## config.mk

```make
export PLATFORM = sky130hd
export DESIGN_NAME = ballot_memory_bank
export DESIGN_NICKNAME = d
export VERILOG_FILES = /design/src/rtl/ballot_memory_bank_pkg.sv /design/src/rtl/ballot_memory_bank_vote_counter.sv /design/src/rtl/ballot_memory_bank.sv
export SDC_FILE = /design/constraint.sdc
export NUM_CORES = 1
export LEC_CHECK = 0
export CAP_MARGIN = 20
export CORE_MARGIN = 2
export CORE_UTILIZATION = 50
export DETAILED_ROUTE_END_ITERATION = 16
export PLACE_DENSITY_LB_ADDON = 0.12
export SYNTH_ARGS = -nofsm -noshare
export SYNTH_HDL_FRONTEND = slang
export SYNTH_SLANG_ARGS = --single-unit
```

## constraint.sdc

```tcl
create_clock -name clk -period 2.7 [get_ports clk]
set_input_delay 0.54 -clock clk [delete_from_list [all_inputs] [get_ports clk]]
set_output_delay 0.54 -clock clk [all_outputs]
set_load 0.005 [all_outputs]
```

## src/rtl/ballot_memory_bank_pkg.sv

```systemverilog
// evm_pkg: shared defaults and saturating-max helper for the ballot memory bank
package evm_pkg;
  localparam int DEF_N_CAND = 8;
  localparam int DEF_CAND_W = 4;
  localparam int DEF_COUNT_W = 8;
  function automatic logic [31:0] sat_max(input int w);
    return (32'd1 << w) - 32'd1;
  endfunction
endpackage

```

## src/rtl/ballot_memory_bank_vote_counter.sv

```systemverilog
// vote_counter: saturating per-candidate vote counter with sync clear
module vote_counter
  import evm_pkg::*;
#(
  parameter int COUNT_W = DEF_COUNT_W
) (
  input  logic               clk,
  input  logic               rst,
  input  logic               inc,
  input  logic               clr,
  output logic [COUNT_W-1:0] count,
  output logic               at_max
);
  localparam logic [COUNT_W-1:0] MAX = COUNT_W'(sat_max(COUNT_W));
  assign at_max = count == MAX;
  always_ff @(posedge clk or posedge rst)
    if (rst) count <= '0;
    else if (clr) count <= '0;
    else if (inc && !at_max) count <= count + COUNT_W'(1);
endmodule

```

## src/rtl/ballot_memory_bank.sv

```systemverilog
// ballot_memory_bank: edge-detected vote capture into saturating per-candidate counters
module ballot_memory_bank
  import evm_pkg::*;
#(
  parameter int N_CAND = DEF_N_CAND,
  parameter int CAND_W = DEF_CAND_W,
  parameter int COUNT_W = DEF_COUNT_W
) (
  input  logic                      clk,
  input  logic                      initializer,
  input  logic                      clear,
  input  logic                      enable,
  input  logic [CAND_W-1:0]         candidate_number,
  input  logic                      vote_cast,
  output logic                      vote_ack,
  output logic                      vote_reject,
  input  logic [CAND_W-1:0]         rd_addr,
  output logic [COUNT_W-1:0]        rd_count,
  output logic [COUNT_W+CAND_W-1:0] total_votes,
  output logic                      saturated
);
  localparam int SLOTS = 2 ** CAND_W;
  logic [COUNT_W-1:0] counts [SLOTS];
  logic [SLOTS-1:0] valid, at_max;
  logic cast_q, armed, req, open, accept, sat_hit;
  assign req = vote_cast && !cast_q && armed;
  assign open = req && enable && !clear && valid[candidate_number];
  assign accept = open && !at_max[candidate_number];
  assign sat_hit = open && at_max[candidate_number];
  genvar i;
  generate
    for (i = 0; i < SLOTS; i++) begin : g_slot
      if (i < N_CAND) begin : g_cnt
        assign valid[i] = 1'b1;
        vote_counter #(.COUNT_W(COUNT_W)) u_cnt (
          .clk(clk),
          .rst(initializer),
          .inc(accept && candidate_number == CAND_W'(i)),
          .clr(clear),
          .count(counts[i]),
          .at_max(at_max[i])
        );
      end else begin : g_pad
        assign valid[i] = 1'b0;
        assign at_max[i] = 1'b0;
        assign counts[i] = '0;
      end
    end
  endgenerate
  always_ff @(posedge clk or posedge initializer)
    if (initializer) begin
      cast_q <= 1'b0;
      armed <= 1'b0;
      vote_ack <= 1'b0;
      vote_reject <= 1'b0;
      rd_count <= '0;
      total_votes <= '0;
      saturated <= 1'b0;
    end else begin
      cast_q <= vote_cast;
      armed <= armed || !vote_cast;
      vote_ack <= accept;
      vote_reject <= req && !accept;
      rd_count <= counts[rd_addr];
      total_votes <= clear ? '0 : accept ? total_votes + (COUNT_W+CAND_W)'(1) : total_votes;
      saturated <= clear ? 1'b0 : saturated || sat_hit;
    end
endmodule

```

==> impl_metrics.csv, run 1 <==
group,metric,value,unit
final_layout,fin_nets,550,
setup_path,crit_path_start_kind,"input port",
setup_path,startpoint,"enable",
pwr,ir_worst_vdd,0.000237,V
setup_path,timing.rr.end,"total_votes[10]",
place,post_dp_cell_area,0.00559,mm^2
final_layout,finish.utilization,0.625,
timing,layout_min_cycle_time,2.50,ns
timing,hold_viol,0,
routing,drcViolationCount,0,
floorplan,dieArea,0.0104,mm^2
final_layout,syn2layout_area_growth,21.0,%
synthesis,ys.flop_type,"dfrtp_1",
floorplan,core,0.00928,mm^2
min_path,min_path_cells,1,
clock_tree,root_buffer,"clkbuf_8",
floorplan,ios,36,
final_layout,fillCellCount,801,
grt,grt_usage,0.238,
timing,finClkSkew,0.0109,ns
timing,tightest_slew,0.801,ns
timing,fmax,0.400,GHz
timing,hold-worst-slack,0.474,ns
grt,grt_first_pass_wirelength,19100,um
setup_path,path_class,"input port to flip-flop",
timing,final.period_utilization,0.927,
final_layout,mostFrequentLayoutCells,"dfrtp_1 (89), nor2_1 (73), buf_4 (41)",
clock_tree,path_clk_slew,0.09,ns
setup_path,crit_fanout,6,
run,drv_cap,0,
clock_tree,postCtsSetupBuffers,0,
routing,ant_nets,0,
synthesis,yosys-top-cells-area,"dfrtp_1 (46%), mux4_2 (7.5%), nor2_1 (5.7%)",
setup_path,reg2reg_from,"g_slot[3].g_cnt.u_cnt.count[1]",
synthesis,synth_top_area_share,0.464,
routing,drt_iter0_drc,194,
final_layout,fin_area,0.00580,mm^2
synthesis,netlist_area,0.00480,mm^2
outcome,status,"complete, no violations",
clock_tree,htreeDepth,3,
synthesis,synth.distinct_cells,43,
timing,fin_setup_tns,0,ns
setup_path,r2r_slack,0.24,ns
synthesis,async_flop_share,1.00,
synthesis,synth_nets,483,
final_layout,final_common_cell,"dfrtp_1",
timing,setup_violations,0,
grt,grt_max_degree,90,
final_layout,multi_input_area,0.00247,mm^2
place,place_ws,-0.137,ns
setup_path,endpoint,"g_slot[7].g_cnt.u_cnt.count[5]",
synthesis,yosysSeqAreaShare,0.464,
grt,grt_pass1_vias,3786,
final_layout,seqCellArea,0.00223,mm^2
floorplan,rows,35,
timing,setup_slack,0.197,ns
pwr,p_leak,0.00246,uW
setup_path,r2r.worst_path.cells,9,
place,port_buffers,35,
routing,via_per_inst,5.85,
floorplan,die_h,102,um
synthesis,synth.avg_cell_area,10.4,um^2
grt,gr-total-overflow,0,
floorplan,start_util,0.517,
clock_tree,clock_latency,0.35,ns
clock_tree,clock_sinks,89,
pwr,pwr_density_cell,433,mW/mm^2
clock_tree,ctsHoldBuffers,0,
clock_tree,cts_buffers,9,
setup_path,cp_data_required_time,2.98,ns
timing,grt_setup_unrepaired,"false",
final_layout,final_layout_size_suffix_gt1_frac,0.160,
timing,finalMaxSlewViolations,0,
timing,relSlewSlack,0.466,
synthesis,ys_ff_latch,89,
min_path,hold_path_class,"flip-flop to flip-flop",
clock_tree,clockBufferDepth,2,
routing,first_pass_iters,5,
clock_tree,cts_resized,0,
floorplan,die_x,102,um
routing,drt-total-wl,11300,um
setup_path,endpoint_kind,"flip-flop",
synthesis,synth_edf_count,0,
setup_path,critical_path_arrival,2.78,ns
routing,post_drt_wl_per_cell,17.1,um
synthesis,post-synth-top-area-cell,"dfrtp_1",
clock_tree,cts_tree,"yes",
routing,vias,3864,
synthesis,synthCells,461,
place,globalplace.congestion,0.860,
synthesis,yosys_warnings,0,
final_layout,num_antenna_cells,0,
grt,antenna_found_initial,0,
place,dp_hpwl,8150,um
[layout make-up]
type,count,share of cell area
well taps,129,0.0278
clock buffers,11,0.0244
inverters,3,0.00259
flip-flops and latches,89,0.384
multi-input cells,346,0.425
repair buffers,79,0.123
clock inverters,4,0.0132
[Yosys cell counts (2+ instances only)]
library cell   n
mux2_2         2
and2_1         2
clkbuf_1      17
dfrtp_1       89
a21oi_1       19
buf_1          3
or3_1          9
xor2_1        31
nand3_1       21
buf_2          2
or4_1          8
nand4_1       29
nand2_1       22
mux4_2        16
o21ai_0       11
mux2i_1       15
nor3_1         6
nand2b_1       3
nor3_4         2
nor2b_1        4
inv_1          3
o31ai_1        9
o311ai_0       3
xnor2_1       15
and3_1        14
o41ai_1        2
a211oi_1       2
nor3b_1        2
o21bai_1       2
nor4_1         4
ha_1           9
nor4_4         2
nor2_1        73
[layer usage]
metal	global-route usage	wire, um	up-vias
li1	-	-	1812
met1	0.344	5190	1907
met2	0.377	5350	131
met3	0.0417	630	14
met4	0.0554	141	0
met5	0	0	-
[per-stage QoR]
stage,std cells,total power [uW]
2_1_floorplan,461,1450
3_3_place_gp,646,1530
3_5_place_dp,646,1530
4_1_cts,661,2540
5_1_grt,661,2610
6_report,661,2520
[critical path: stages]
cell,delay (ns)
clkdlybuf4s50_1,0.44
or3b_1,0.38
or2_1,0.32
buf_12,0.18
nor3_4,0.21
nand4_1,0.19
or3_1,0.36
a21oi_1,0.16
[cell families after synthesis]
logic type | count (synthesis) | synth area share
and+or+nand+nor | 208 | 0.231
DFF | 89 | 0.464
muxes | 33 | 0.111
AOI/OAI and AO/OA | 50 | 0.0642
buffers and inverters | 26 | 0.0224
adders and majority gates | 9 | 0.0235
xor gates and xnor gates | 46 | 0.0840
[registers in the layout (all words and copies together) (netlist names)]
signal and count:
armed 1, cast_q 1, g_slot.g_cnt.u_cnt.count 64, rd_count 8
saturated 1, total_votes 12, vote_ack 1, vote_reject 1
[report_power, final]
group          total (uW)  internal [uW]  leakage [uW]  switching, uW
Sequential           1340           1330       0.00124           1.63
Clock                1020            546      0.000106            471
Combinational         162           63.4       0.00112           99.0
Total                2520           1940       0.00246            572
[how the worst min path moves through the flow]
stage                from  slack (ns)  endpoint
detailed placement  armed        0.45     armed
floorplan           armed        0.43     armed
CTS                 armed        0.48     armed
global placement    armed        0.45     armed
finish              armed        0.47     armed
global route        armed        0.51     armed
(Power assumes the default switching activity.)
==> run 2: changes to the inputs <==
--- a/config.mk
+++ b/config.mk
@@ -5,11 +5,13 @@
 export SDC_FILE = /design/constraint.sdc
 export NUM_CORES = 1
 export LEC_CHECK = 0
+export ABC_AREA = 1
 export CAP_MARGIN = 20
 export CORE_MARGIN = 2
 export CORE_UTILIZATION = 50
 export DETAILED_ROUTE_END_ITERATION = 16
 export PLACE_DENSITY_LB_ADDON = 0.12
+export SETUP_SLACK_MARGIN = 0.02
 export SYNTH_ARGS = -nofsm -noshare
 export SYNTH_HDL_FRONTEND = slang
 export SYNTH_SLANG_ARGS = --single-unit
==> run 2 against run 1 <==
Net effect:
- die area up 16%
- cell count rose by 45%
- critical path depth up 2
- first-iteration DRC count rose by 120%
- critical endpoint is now g_slot[6].g_cnt.u_cnt.count[3]
- register-to-register slack improved by 0.33 ns
- setup slack improved by 0.33 ns
- non-clock buffer count decreased by 29
- via count is 36% higher
- count of clock-buffer cells in the layout unchanged
==> impl_metrics.csv, run 2 <==
group,metric,value,unit
grt,grt_pass1_vias,4879,
routing,via_per_inst,5.49,
setup_path,cp_data_required_time,3.02,ns
outcome,status,"complete, no violations",
pwr,power,2660,uW
timing,fin_setup_tns,0,ns
grt,antenna_found_initial,0,
routing,first_pass_iters,5,
timing,relSlewSlack,0.567,
routing,post_drt_wl_per_cell,15.2,um
final_layout,num_antenna_cells,0,
routing,vias,5246,
timing,hold_viol,0,
synthesis,ys_ff_latch,89,
routing,drt_iter0_drc,429,
synthesis,synth_nets,801,
timing,grt_setup_unrepaired,"false",
floorplan,dieArea,0.0121,mm^2
synthesis,synthCells,779,
timing,finClkSkew,0.0184,ns
clock_tree,cts_resized,0,
clock_tree,cts_buffers,9,
floorplan,die_x,110,um
clock_tree,root_buffer,"clkbuf_8",
routing,top_layer,"met4",
synthesis,synth_most_common_cell,"nand2_1",
clock_tree,clockBufferDepth,2,
synthesis,yosys-top-cells-area,"dfrtp_1 (40%), nand2_1 (14%), nand3_1 (8.2%)",
synthesis,synth_xor_xnor_area_share,0.0764,
run,drv_cap,0,
floorplan,ios,36,
timing,setup_violations,0,
synthesis,synth_edf_count,0,
final_layout,fin_nets,833,
setup_path,crit_fanout,10,
clock_tree,cts_tree,"yes",
synthesis,post-synth-top-area-cell,"dfrtp_1",
pwr,p_leak,0.00313,uW
synthesis,async_flop_share,1.00,
final_layout,reg_top3,"g_slot.g_cnt.u_cnt.count: 64 flops, total_votes: 12 flops, rd_count: 8 flops",
timing,final.period_utilization,0.805,
place,globalplace.congestion,0.897,
synthesis,synthAdderAreaFrac,0.0201,
synthesis,yosys_warnings,0,
grt,grt_first_pass_wirelength,24300,um
routing,dr_wl_met2,6680,um
setup_path,critical_path_arrival,2.49,ns
clock_tree,clock_sinks,89,
floorplan,start_util,0.516,
routing,ant_nets,0,
floorplan,core,0.0109,mm^2
pwr,ir_worst_vdd,0.000265,V
synthesis,ys_top_cells_by_count,"nand2_1 (212), nor2_1 (114), nand3_1 (92)",
clock_tree,ctsHoldBuffers,0,
pwr,pwr_density_cell,418,mW/mm^2
synthesis,synth.avg_cell_area,7.21,um^2
final_layout,largest_reg_flops,64,
synthesis,synth_top_family_by_area,"simple AND/OR/NAND/NOR gates",
synthesis,synth_simple_gate_area_share,0.375,
routing,drt-total-wl,14500,um
final_layout,mostFrequentLayoutCells,"nand2_1 (212), nor2_1 (114), nand3_1 (92)",
place,dp_hpwl,10300,um
min_path,hold_path_class,"flip-flop to flip-flop",
timing,finalMaxSlewViolations,0,
setup_path,endpoint_kind,"flip-flop",
place,port_buffers,35,
timing,fmax,0.460,GHz
grt,grt_usage,0.259,
routing,wl_met3,882,um
clock_tree,htreeDepth,3,
final_layout,syn2layout_area_growth,13.3,%
synthesis,synth.distinct_cells,34,
setup_path,crit_path_start_kind,"input port",
routing,wl_met1,6770,um
synthesis,synth_top_area_share,0.397,
clock_tree,clock_latency,0.39,ns
synthesis,muxShareOfSynthArea,0,
timing,layout_min_cycle_time,2.17,ns
timing,tightest_slew,0.648,ns
synthesis,netlist_area,0.00562,mm^2
clock_tree,path_clk_slew,0.09,ns
clock_tree,postCtsSetupBuffers,0,
floorplan,rows,38,
synthesis,synth_compound_area_frac,0.0771,
synthesis,ys.flop_type,"dfrtp_1",
floorplan,die_h,110,um
synthesis,yosysSeqAreaShare,0.397,
grt,gr-total-overflow,0,
final_layout,regMostFlops,"g_slot.g_cnt.u_cnt.count",
setup_path,path_class,"input port to flip-flop",
final_layout,final_common_cell,"nand2_1",
routing,drcViolationCount,0,
grt,grt_max_degree,51,
final_layout,final_layout_size_suffix_gt1_frac,0.0870,
-- run 2: changes by cell type in the layout (fill, tap and decap cells not counted), sizes merged, moves of 11 or more --
cell   previous run  this run
buf              45        16
nor2             73       120
nand4            29        14
nand2            22       222
nand3            21        94
o21ai            11        41
mux2i            15         0
mux4             16         0
and3             14         0
xor2             31        42
inv               3        49
-- run 2: metal layers --
layer  GRT usage  vias to the layer above
met3      0.0470                       16
met5           0                        -
met2       0.404                      178
met1       0.368                     2465
li1            -                     2587
met4      0.0805                        0
-- run 2: cell families (layout without fill, tap and decap cells) --
family,count (synthesis),in the layout
AOI/OAI and AO/OA,77,77
xor gates and xnor gates,49,49
adders and majority gates,9,9
buffers and inverters,80,117
DFF,89,89
and+or+nand+nor,475,475
-- run 2: worst max-delay path, cell delays in order --
cell and delay [ns]:
clkdlybuf4s50_1 0.48, inv_1 0.13, nand2_1 0.13, a21oi_1 0.23
nor2_2 0.09, nand2_4 0.18, nand4_2 0.30, nand2_2 0.26
nand2_1 0.08, nand2_1 0.07
-- run 2: where the power goes --
part	switching (uW)	internal, uW	leakage (uW)	total, uW
sequential	33.9	1360	0.00122	1390
clock	507	451	0.0000953	958
combinational	201	106	0.00182	307
-- run 2: area by class of cell --
cell class	instances	area [um^2]
clock inverters	5	55.1
clock buffers	11	141
inverters	51	195
fillers	1025	4530
well taps	140	175
multi-input cells	610	3080
repair buffers	50	483
flip-flops and latches	89	2230
-- run 2: final timing paths --
path / startpoint / cells past startpoint / end / slack (ns)
hold / removal: armed / 1 / armed / 0.51
hold reg to reg: armed / 1 / armed / 0.51
setup reg to reg: g_slot[3].g_cnt.u_cnt.count[0] / 13 / total_votes[8] / 0.57
max in group asynchronous: initializer / 3 / total_votes[6] / 1.44
setup / recovery: candidate_number[1] / 10 / g_slot[6].g_cnt.u_cnt.count[3] / 0.53
min in group asynchronous: initializer / 2 / g_slot[7].g_cnt.u_cnt.count[4] / 0.57
-- run 2: stage by stage --
step	setup WS, ns	std cells	area, um^2	hold WS, ns	util
2_1_floorplan	0.945	779	5620	0.465	-
3_3_place_gp	0.214	940	6160	0.479	0.566
3_5_place_dp	0.197	940	6160	0.491	0.566
4_1_cts	0.557	956	6360	0.512	0.584
5_1_grt	0.343	956	6360	0.537	0.584
6_report	0.527	956	6360	0.512	0.584
